`config.mk`:
```
export PLATFORM = sky130hd
export DESIGN_NAME = ifu_flat
export DESIGN_NICKNAME = d
export VERILOG_FILES = /design/src/rtl/ifu_if.sv /design/src/rtl/ifu.sv /design/src/flat_wrapper.sv
export SDC_FILE = /design/constraint.sdc
export NUM_CORES = 1
export LEC_CHECK = 0
export BUFFER_PORTS_ARGS = -buffer_cell sky130_fd_sc_hd__buf_2
export CAP_MARGIN = 30
export CORE_AREA = 2 2 113 115
export CTS_CLUSTER_DIAMETER = 50
export DETAILED_ROUTE_END_ITERATION = 16
export DIE_AREA = 0 0 115 117
export PLACE_DENSITY = 0.65
export SLEW_MARGIN = 0
export SYNTH_ARGS = -nofsm -noshare
export SYNTH_HDL_FRONTEND = slang
export SYNTH_SLANG_ARGS = --single-unit
export TNS_END_PERCENT = 1
```
`constraint.sdc`:
```
create_clock -name clk -period 5.18 [get_ports clk]
set_input_delay 0.777 -clock clk [delete_from_list [all_inputs] [get_ports clk]]
set_output_delay 0.777 -clock clk [all_outputs]
set_load 0.05 [all_outputs]
```
`src/rtl/ifu_if.sv`:
```
// Fetch-side bundle: instruction memory request/response, decode handshake and execute redirect.
// The master modport is the fetch unit and the slave modport is its environment.
interface ifu_if #(
  parameter int unsigned DATA_LEN = 32
);
  logic                imem_req_valid;
  logic                imem_req_ready;
  logic [DATA_LEN-1:0] imem_addr;
  logic                imem_rsp_valid;
  logic [31:0]         imem_rsp_data;
  logic                inst_valid;
  logic                inst_ready;
  logic [31:0]         inst;
  logic [DATA_LEN-1:0] PC;
  logic [DATA_LEN-1:0] PC_S;
  logic                jump_valid;
  logic [DATA_LEN-1:0] jump_addr;

  modport master (
    output imem_req_valid, imem_addr, inst_valid, inst, PC, PC_S,
    input  imem_req_ready, imem_rsp_valid, imem_rsp_data, inst_ready, jump_valid, jump_addr
  );

  modport slave (
    input  imem_req_valid, imem_addr, inst_valid, inst, PC, PC_S,
    output imem_req_ready, imem_rsp_valid, imem_rsp_data, inst_ready, jump_valid, jump_addr
  );
endinterface

```
`src/rtl/ifu.sv`:
```
// Multicycle instruction fetch unit: one word read in flight, the result is held for decode,
// and jal/jalr redirects from execute are accepted in any state.
module ifu #(
  parameter int unsigned         DATA_LEN = 32,
  parameter logic [DATA_LEN-1:0] RESET_PC = 32'h8000_0000
) (
  input logic   clk,
  input logic   rst_n,
  ifu_if.master bus
);

  typedef enum logic [1:0] {
    IDLE = 2'd0,
    REQ  = 2'd1,
    WAIT = 2'd2,
    HOLD = 2'd3
  } state_t;

  state_t              state;
  state_t              state_nxt;
  logic [DATA_LEN-1:0] fetch_pc;
  logic [DATA_LEN-1:0] pc_q;
  logic [DATA_LEN-1:0] jump_target;
  logic [31:0]         inst_q;
  logic                flush;
  logic                req_fire;
  logic                rsp_take;

  always_comb begin
    jump_target = bus.jump_addr & ~DATA_LEN'(3);
    req_fire    = (state == REQ) && bus.imem_req_ready;
    rsp_take    = (state == WAIT) && bus.imem_rsp_valid;
  end

  always_ff @(posedge clk) begin
    if (!rst_n) state <= IDLE;
    else        state <= state_nxt;
  end

  always_comb begin
    state_nxt = state;
    case (state)
      IDLE: state_nxt = REQ;
      REQ:  if (req_fire) state_nxt = WAIT;
      // A response that coincides with a redirect or a pending flush is dropped.
      WAIT: if (rsp_take) state_nxt = (flush || bus.jump_valid) ? REQ : HOLD;
      HOLD: if (bus.jump_valid || bus.inst_ready) state_nxt = REQ;
      default: state_nxt = IDLE;
    endcase
  end

  always_ff @(posedge clk) begin
    if (!rst_n) begin
      fetch_pc <= RESET_PC;
      flush    <= 1'b0;
      inst_q   <= '0;
      pc_q     <= '0;
    end else begin
      if (bus.jump_valid)
        fetch_pc <= jump_target;
      else if ((state == HOLD) && bus.inst_ready)
        fetch_pc <= fetch_pc + DATA_LEN'(4);

      // flush marks the read already accepted by memory as belonging to the old path.
      if (rsp_take)
        flush <= 1'b0;
      else if (bus.jump_valid && (req_fire || (state == WAIT)))
        flush <= 1'b1;

      if (rsp_take && !flush && !bus.jump_valid) begin
        inst_q <= bus.imem_rsp_data;
        pc_q   <= fetch_pc;
      end
    end
  end

  always_comb begin
    bus.imem_req_valid = (state == REQ);
    bus.inst_valid     = (state == HOLD);
    bus.imem_addr      = fetch_pc;
    bus.inst           = inst_q;
    bus.PC             = pc_q;
    bus.PC_S           = pc_q + DATA_LEN'(4);
  end

endmodule

```
`src/flat_wrapper.sv`:
```
// flat-port wrapper written by rule: the top's interface ports become plain ports
module ifu_flat 
#(
  parameter int unsigned         DATA_LEN = 32,
  parameter logic [DATA_LEN-1:0] RESET_PC = 32'h8000_0000
)
  (clk, rst_n, bus_imem_req_valid, bus_imem_addr, bus_inst_valid, bus_inst, bus_PC, bus_PC_S, bus_imem_req_ready, bus_imem_rsp_valid, bus_imem_rsp_data, bus_inst_ready, bus_jump_valid, bus_jump_addr);
  ifu_if #(.DATA_LEN(DATA_LEN)) bus_i ();
  input logic clk;
  input logic rst_n;
  output wire logic [$bits(bus_i.imem_req_valid)-1:0] bus_imem_req_valid;
  output wire logic [$bits(bus_i.imem_addr)-1:0] bus_imem_addr;
  output wire logic [$bits(bus_i.inst_valid)-1:0] bus_inst_valid;
  output wire logic [$bits(bus_i.inst)-1:0] bus_inst;
  output wire logic [$bits(bus_i.PC)-1:0] bus_PC;
  output wire logic [$bits(bus_i.PC_S)-1:0] bus_PC_S;
  input wire logic [$bits(bus_i.imem_req_ready)-1:0] bus_imem_req_ready;
  input wire logic [$bits(bus_i.imem_rsp_valid)-1:0] bus_imem_rsp_valid;
  input wire logic [$bits(bus_i.imem_rsp_data)-1:0] bus_imem_rsp_data;
  input wire logic [$bits(bus_i.inst_ready)-1:0] bus_inst_ready;
  input wire logic [$bits(bus_i.jump_valid)-1:0] bus_jump_valid;
  input wire logic [$bits(bus_i.jump_addr)-1:0] bus_jump_addr;
  assign bus_imem_req_valid = bus_i.imem_req_valid;
  assign bus_imem_addr = bus_i.imem_addr;
  assign bus_inst_valid = bus_i.inst_valid;
  assign bus_inst = bus_i.inst;
  assign bus_PC = bus_i.PC;
  assign bus_PC_S = bus_i.PC_S;
  assign bus_i.imem_req_ready = bus_imem_req_ready;
  assign bus_i.imem_rsp_valid = bus_imem_rsp_valid;
  assign bus_i.imem_rsp_data = bus_imem_rsp_data;
  assign bus_i.inst_ready = bus_inst_ready;
  assign bus_i.jump_valid = bus_jump_valid;
  assign bus_i.jump_addr = bus_jump_addr;
  ifu #(.DATA_LEN(DATA_LEN), .RESET_PC(RESET_PC)) u_core (.clk(clk), .rst_n(rst_n), .bus(bus_i));
endmodule
```
Yosys cells after proc, flatten, opt, wreduce, memory -nomap -nowiden

Cells that the tools add are included.

Bits in registers: 99
Bits in latches: 0
Bits in writable memories: 0
Memory bits (read-only): 0
Bits of input ports: 70
Output and inout bits: 130
Word-level logic and storage cells: 38
Memories kept: 0

Add/sub/neg operators: 2
Multiply operators: 0
Div/mod/pow operators: 0
Order comparisons: 0
Equal/unequal tests: 6
Shift-type cells: 0
Multiplexer cells: 7
Bitwise gates (word level): 1
Reductions and logical operators: 16

Operators by type and width:

| cell                  | count |
|---|---|
| $add 32x3->32 const B | 2 |
| $mux 32               | 2 |
| $mux 2                | 4 |
| $pmux 2 s4            | 1 |
| $logic_and 1x1->1     | 6 |
| $ne 2x1->1 const B    | 3 |
| $eq 2x2->1 const B    | 2 |
| $reduce_or 2->1       | 2 |
| $logic_or 1x1->1      | 3 |
| $reduce_and 3->1      | 1 |
| $eq 2x1->1 const B    | 1 |
| $logic_not 1->1       | 2 |
| $logic_not 2->1       | 1 |
| $reduce_bool 2->1     | 1 |
| $not 1->1             | 1 |

Depth between registers and ports, before layout

Gate-level depths: netlist of run 1.

Depth after elaboration: 4
Depth in mapped cells: 8

Least setup slack after synthesis of run 1

No wires, ideal clock.

Path kind: register to output
Start point: register u_core.pc_q[2], in the netlist u_core.bus.PC[2]
End point: output bus_PC_S[31]
Arrival time: 2.664 ns
Data required time: 4.403 ns
Setup slack: 1.739 ns
Stages on the path, launching flop included: 6
Path through: dfxtp_1 > nand3_1 > or3_1 > clkbuf_1 > nor4_1 > xor2_1

Cells in the longest elaborated chain, start to end: 1

Ends and longest elaborated chain:

| element                | RTL line           | text |
|---|---|---|
| start, declared        | ifu.sv:22          | `logic [DATA_LEN-1:0] pc_q;` |
| start signal, assigned | ifu.sv:72          | `pc_q <= fetch_pc;` |
| $add 32x3->32          | ifu.sv:83          | `bus.PC_S = pc_q + DATA_LEN'(4);` |
| end, declared          | flat_wrapper.sv:16 | `output wire logic [$bits(bus_i.PC_S)-1:0] bus_PC_S;` |

Every way passes these cells.

Worst setup path after layout of run 1

Start point: register u_core.pc_q[2], in the netlist u_core.bus.PC[2]
End point: output bus_PC_S[28]

Same word-level chain as after synthesis.

==> flow_summary.yaml, run 1 <==
place:
  area_after_dpl_sq_um: 5848
  portBuffers: 191
  routabilityCongestion: 0.8699
  place_inst: 909
  dp_hpwl_microns: 10510
layout:
  design_area_sq_um: 6153
  finish.net_count: 845
  antenna_cells_inserted: 0
  seq_area_sq_um: 1902
  nFillCells: 1224
  area_delta_synth_final_pct: 27.51
  instances_no_fill: 925
  multi_input_comb_area_sq_um: 2673
  final_layout_size_suffix_gt1_share_pct: 28.52
die:
  placement_rows: 41
  initial_utilization_pct: 39.20
  die-area_sq_um: 13460
  boundaryPins: 200
  floorplan.die.width_microns: 115
  fp.coreArea_sq_um: 12310
  die_height_microns: 117
synthesis:
  synth.cell_area_sq_um: 4826
  post_synthesis_cell_count: 601
  synth_ff_type: "dfxtp_1"
  number_of_flops_mapped_to_enable_cells_by_yosys: 0
  synth-compound-area-share_pct: 19.21
  share_of_synthesized_registers_carrying_an_async_set_or_reset_pct: 0
  yosysWarningCount: 0
  yosys-mux-area-fraction_pct: 0.4148
  synth_sequential_area_ratio_pct: 39.41
  synth-simple-area-share_pct: 27.02
  synth_area_per_cell_sq_um: 8.030
  synth_top_family_by_area: "simple AND/OR/NAND/NOR gates"
  yosys.area_share.adder_pct: 1.296
  netlist-cell-type-count: 49
  post_synth_xor_area_fraction_pct: 6.897
  synth.ff_latch_count: 95
clock_tree:
  tritoncts.num_buffers: 9
  clock-root-buffer: "clkbuf_16"
  holdBufCountCts: 0
  clkSinkCount: 95
  clock_path_buffers: 2
  post-cts-setup-buffer-count: 0
  cts_htree_levels: 3
  clkLatencyLatePin_ps: 340
  cts_tree: "yes"
  cts-resized-gates: 0
  worst_setup_hold_path_clk_slew_ps: 70
worst_setup_path:
  start_kind: "flip-flop"
  slowest_delay_ps: 480
  timing.critical_path.fanout_max: 10
  cp_data_arrival_time_ps: 2510
  reg2reg_setup_slack_ps: 2680
  path_class: "reg2out"
  timing.critical_path.to_type: "primary output"
  slowest_stage: "nor4_1"
  chain_of_cells_forming_the_critical_path: "ha_1, and2_1, nand4_1, nor4_1, xor2_1, buf_2"
  crit_family: "simple AND/OR/NAND/NOR gates"
  worstPathBufferInverterCount: 1
  worstPathRequired_ps: 4400
timing:
  report.final.hold_viol_count: 0
  final.period_utilization_pct: 63.50
  fmax_mhz: 304.0
  final.setup_skew_ps: 4.052
  timing.final.crit_period_ps: 3289
  slew_headroom_pct: 46.43
  rsz0062_at_grt: "false"
  max_slew.worst_pin.slew_ps: 796.3
  finalSetupViolations: 0
  setup_tns_ps: 0
  drv_slew: 0
detailed_routing:
  routed_via_density: 5.227
  drt_first_iter_violations: 344
  dr_total_vias: 4835
  drt_wl_total_microns: 14000
  wl_per_cell_microns: 15.14
  detail_route.drc_violations: 0
  drtAntennaViolNets: 0
  first_pass_iters: 5
power:
  pwr_density_cell_nw_per_um2: 275.3
  worst_ir_drop_vdd_mv: 0.1301
  power.leakage_nw: 2.685
global_route:
  global_route.overflow_total: 0
  grt_start_max_net_pins: 53
  wire_length_of_the_first_global_routing_pass_microns: 22140
  number_of_antenna_violations_at_the_first_check_in_global_routing: 0
  grt_pass1_vias: 4403
  track_usage_pct: 20.65
worst_hold_path:
  min-delay-path-class: "reg2reg"
flow_run:
  max_cap_violations: 0
outcome:
  status: "finished clean"
## sequential cells by signal, summed over array words and instances, names as in the netlist
name	cells
u_core.bus.inst	32
u_core.bus.PC	30
u_core.bus.imem_addr	30
u_core.state	2
u_core.flush	1
## Yosys cell counts, types with 3 or more instances
| library cell | instances | area share, % |
|---|---|---|
| and2_1 | 5 | 0.65 |
| nand2b_1 | 3 | 0.39 |
| nor2_1 | 14 | 1.1 |
| xnor2_1 | 15 | 2.7 |
| a21boi_0 | 62 | 9.6 |
| nor4_1 | 10 | 1.3 |
| a211oi_1 | 3 | 0.47 |
| or4_1 | 11 | 1.7 |
| o211a_1 | 5 | 1.0 |
| and4_1 | 11 | 2.0 |
| o31ai_1 | 9 | 1.4 |
| clkbuf_1 | 31 | 2.4 |
| a31oi_1 | 13 | 1.7 |
| or3_1 | 7 | 0.91 |
| nand4_1 | 8 | 1.0 |
| a21oi_1 | 7 | 0.73 |
| xor2_1 | 23 | 4.2 |
| dfxtp_1 | 95 | 39 |
| buf_4 | 6 | 0.93 |
| o21ai_0 | 27 | 2.8 |
| ha_1 | 5 | 1.3 |
| nand3_1 | 15 | 1.6 |
| nand2_1 | 149 | 12 |
| nor3_1 | 19 | 2.0 |
| inv_1 | 18 | 1.4 |
## placed cells by master (no fill, tap or decap), drive strengths merged, types with 2 or more instances in the layout
| master | Yosys | layout |
|---|---|---|
| o211a | 5 | 5 |
| and2 | 5 | 5 |
| ha | 5 | 5 |
| conb | 1 | 6 |
| nand4 | 11 | 11 |
| clkbuf | 32 | 9 |
| inv | 18 | 21 |
| nor3 | 19 | 19 |
| xor2 | 23 | 23 |
| a21oi | 7 | 7 |
| nor2 | 14 | 14 |
| or2 | 2 | 2 |
| clkinv | 0 | 2 |
| o41ai | 2 | 2 |
| nor3b | 2 | 2 |
| buf | 8 | 195 |
| mux2i | 2 | 2 |
| o21ai | 27 | 27 |
| nand3 | 16 | 16 |
| xnor2 | 15 | 15 |
| or3 | 8 | 8 |
| nor2b | 2 | 2 |
| a211oi | 3 | 3 |
| nand2 | 149 | 149 |
| nand2b | 3 | 3 |
| a21boi | 62 | 62 |
| a31oi | 13 | 13 |
| or4 | 11 | 11 |
| and4 | 11 | 11 |
| o31ai | 9 | 9 |
| nor4 | 10 | 10 |
| dfxtp | 95 | 95 |
## area by class of cell
class	count	share of cell area [%]
inverter	18	1.098
tap	150	3.050
clock inverter	7	1.301
timing repair buffer	195	16.55
sequential	95	30.91
multi-input combinational	451	43.43
clock buffer	9	3.660
## power by group
| part | switching [mW] | internal, mW | leakage [nW] |
|---|---|---|---|
| clock | 0.300 | 0.381 | 0.148 |
| sequential | 0.0375 | 0.753 | 0.773 |
| combinational | 0.154 | 0.0689 | 1.76 |
| total | 0.491 | 1.20 | 2.68 |
## cells by family after synthesis
family | count (synthesis)
AOI/OAI and AO/OA | 134
xor gates and xnor gates | 38
adders and majority gates | 5
buffers and inverters | 60
DFF | 95
muxes | 2
other | 1
and+or+nand+nor | 266
## through the flow
stage	total power [mW]	util, %	setup slack (ps)	hold slack (ps)
floorplan	0.9581	-	1739	472.7
global placement	1.023	47.11	2316	449.4
detailed placement	1.030	47.50	2262	455.0
CTS	1.708	49.98	1888	464.3
global route	1.763	49.98	1738	486.6
finish	1.694	49.98	1891	462.0
## worst register-to-register path, stage by stage (launching register included)
cell	delay, ps
dfxtp_1	390
ha_1	330
nand4_1	590
or3_1	580
or4_1	390
a31oi_1	160
## metal layers
layer	vias up	GRT usage (%)	part of all wire [%]
met5	-	0	0
met4	0	7.952	2.0
met3	18	3.708	5.8
met2	158	34.55	48
met1	2232	26.65	45
li1	2427	-	-
## path summary, 6_finish.rpt
kind | end | from | depth (start not counted)
worst max-delay path | bus_PC_S[28] | u_core.bus.PC[2]$_SDFFE_PN0P_ | 6
worst min-delay path | u_core.bus.inst[31]$_SDFFE_PN0P_ | u_core.bus.inst[31]$_SDFFE_PN0P_ | 2
worst max register to register | u_core.bus.imem_addr[29]$_SDFFE_PN0P_ | u_core.state[0]$_SDFFE_PN0P_ | 5
worst min register to register | u_core.bus.inst[31]$_SDFFE_PN0P_ | u_core.bus.inst[31]$_SDFFE_PN0P_ | 2
No activity file was read; power rests on OpenSTA's default activity.
==> run 2, diff against run 1 <==
- PLACE_DENSITY: 0.65 -> 0.67
- clock period: 5.18 -> 3 ns (I/O delays scaled with it)
==> run 2 against run 1 <==
- sequential power rose by 72%
- critical path type unchanged
- final area grew 0.81%
- worst setup slack worse by 1700 ps
- register-to-register slack got worse by 2000 ps
- power rose by 72%
- final cell count is 1.1% higher
- clock power rose by 69%
- largest cell class unchanged
==> flow_summary.yaml, run 2 (synthesis results as in run 1) <==
detailed_routing:
  detail_route.drc_violations: 0
  drt_wl_total_microns: 14230
  drtAntennaViolNets: 0
  drt_first_iter_violations: 421
  dr_total_vias: 4870
  wl_per_cell_microns: 15.22
  first_pass_iters: 6
  routed_via_density: 5.209
worst_hold_path:
  min-delay-path-class: "in2reg"
die:
  placement_rows: 41
  fp.coreArea_sq_um: 12310
  die_height_microns: 117
  boundaryPins: 200
  floorplan.die.width_microns: 115
  die-area_sq_um: 13460
  initial_utilization_pct: 39.20
clock_tree:
  clock_path_buffers: 2
  clock-root-buffer: "clkbuf_16"
  holdBufCountCts: 0
  worst_setup_hold_path_clk_slew_ps: 70
  cts_htree_levels: 3
  clkSinkCount: 95
  tritoncts.num_buffers: 9
  cts_tree: "yes"
  clkLatencyLatePin_ps: 340
timing:
  drv_slew: 0
  fmax_mhz: 352.6
  max_slew.worst_pin.slew_ps: 824.5
  report.final.hold_viol_count: 0
  timing.final.crit_period_ps: 2836
  hold-worst-slack_ps: 333.4
  final.period_utilization_pct: 94.54
  rsz0062_at_grt: "false"
  slew_headroom_pct: 44.84
  finalSetupViolations: 0
  final.setup_skew_ps: 7.066
worst_setup_path:
  timing.critical_path.to_type: "primary output"
  start_kind: "flip-flop"
  worstPathRequired_ps: 2550
  path_class: "reg2out"
  cp_data_arrival_time_ps: 2390
  timing.critical_path.fanout_max: 5
global_route:
  number_of_antenna_violations_at_the_first_check_in_global_routing: 0
  grt_pass1_vias: 4327
  wire_length_of_the_first_global_routing_pass_microns: 21830
  track_usage_pct: 20.56
  grt_start_max_net_pins: 45
  global_route.overflow_total: 0
place:
  portBuffers: 191
  routabilityCongestion: 0.8700
  dp_hpwl_microns: 10720
  place_inst: 919
layout:
  final_layout_size_suffix_gt1_share_pct: 29.43
  area_delta_synth_final_pct: 28.55
  mostFrequentLayoutCells: "191 x buf_2, 148 x nand2_1, 95 x dfxtp_1"
  instances_no_fill: 935
  mostFrequentLayoutCell: "buf_2"
  antenna_cells_inserted: 0
  largest_register_ff_count: 32
  finish.net_count: 856
power:
  worst_ir_drop_vdd_mv: 0.2535
  power.leakage_nw: 2.719
  pwr_density_cell_nw_per_um2: 469.3
outcome:
  status: "finished clean"
flow_run:
  max_cap_violations: 0
[run 2: changes by cell type in the layout (fill, tap and decap cells not counted), sizes merged]
cell / change
inv: -2
clkinv: -1
buf: +11
clkbuf: +2
[run 2: path summary, 6_finish.rpt]
| check | start | cells after the start | end | slack (ps) |
|---|---|---|---|---|
| hold reg to reg | u_core.bus.inst[24]$_SDFFE_PN0P_ | 2 | u_core.bus.inst[24]$_SDFFE_PN0P_ | 460 |
| setup reg to reg | u_core.state[0]$_SDFFE_PN0P_ | 5 | u_core.bus.imem_addr[22]$_SDFFE_PN0P_ | 650 |
| setup / recovery | u_core.bus.PC[2]$_SDFFE_PN0P_ | 5 | bus_PC_S[31] | 160 |
| hold / removal | bus_jump_addr[4] | 2 | u_core.bus.imem_addr[4]$_SDFFE_PN0P_ | 330 |
[run 2: report_power, final]
group | switching (mW) | internal [mW]
combinational | 0.274 | 0.123
sequential | 0.0598 | 1.30
clock | 0.485 | 0.669
total | 0.819 | 2.09
[run 2: worst max-delay path, cell delays in order (launching register included)]
cell     delay, ps
dfxtp_1        400
nand3_1        200
or3_1          450
nor4_1         560
xor2_2         160
buf_2          270
[run 2: through the flow]
step / setup TNS (ps) / utilization, % / setup WS, ps / total power, mW / area [sq um]
floorplan: -18.61 / - / -6.202 / 1.654 / 4852
global placement: 0 / 47.91 / 522.1 / 1.775 / 5898
detailed placement: 0 / 47.91 / 449.9 / 1.784 / 5898
CTS: 0 / 50.33 / 77.40 / 2.934 / 6196
global route: 0 / 50.39 / 24.70 / 3.014 / 6203
finish: 0 / 50.39 / 163.8 / 2.911 / 6203
[run 2: what timing repair did]
| item | 4_1_cts | 5_1_grt |
|---|---|---|
| resized for setup | 0 | 0 |
| buffers inserted | 0 | 1 |
| endpoints found under the setup margin | 0 | 3 |
[run 2: area by class of cell]
class                   count  area (sq um)
clock buffers              11         242.7
clock inverters             4         55.05
fillers                  1217          6108
inverters                  18         67.56
multi-input cells         451          2680
flip-flops and latches     95          1902
well taps                 150         187.7
repair buffers            206          1069
[run 2: layer usage]
metal  up-vias  wire length (microns)  global-route usage (%)
li1       2447                      -                       -
met1      2242                   6172                   26.74
met4         0                    361                   8.755
met3        24                    838                   2.678
met2       157                   6860                   34.55
met5         -                      0                       0
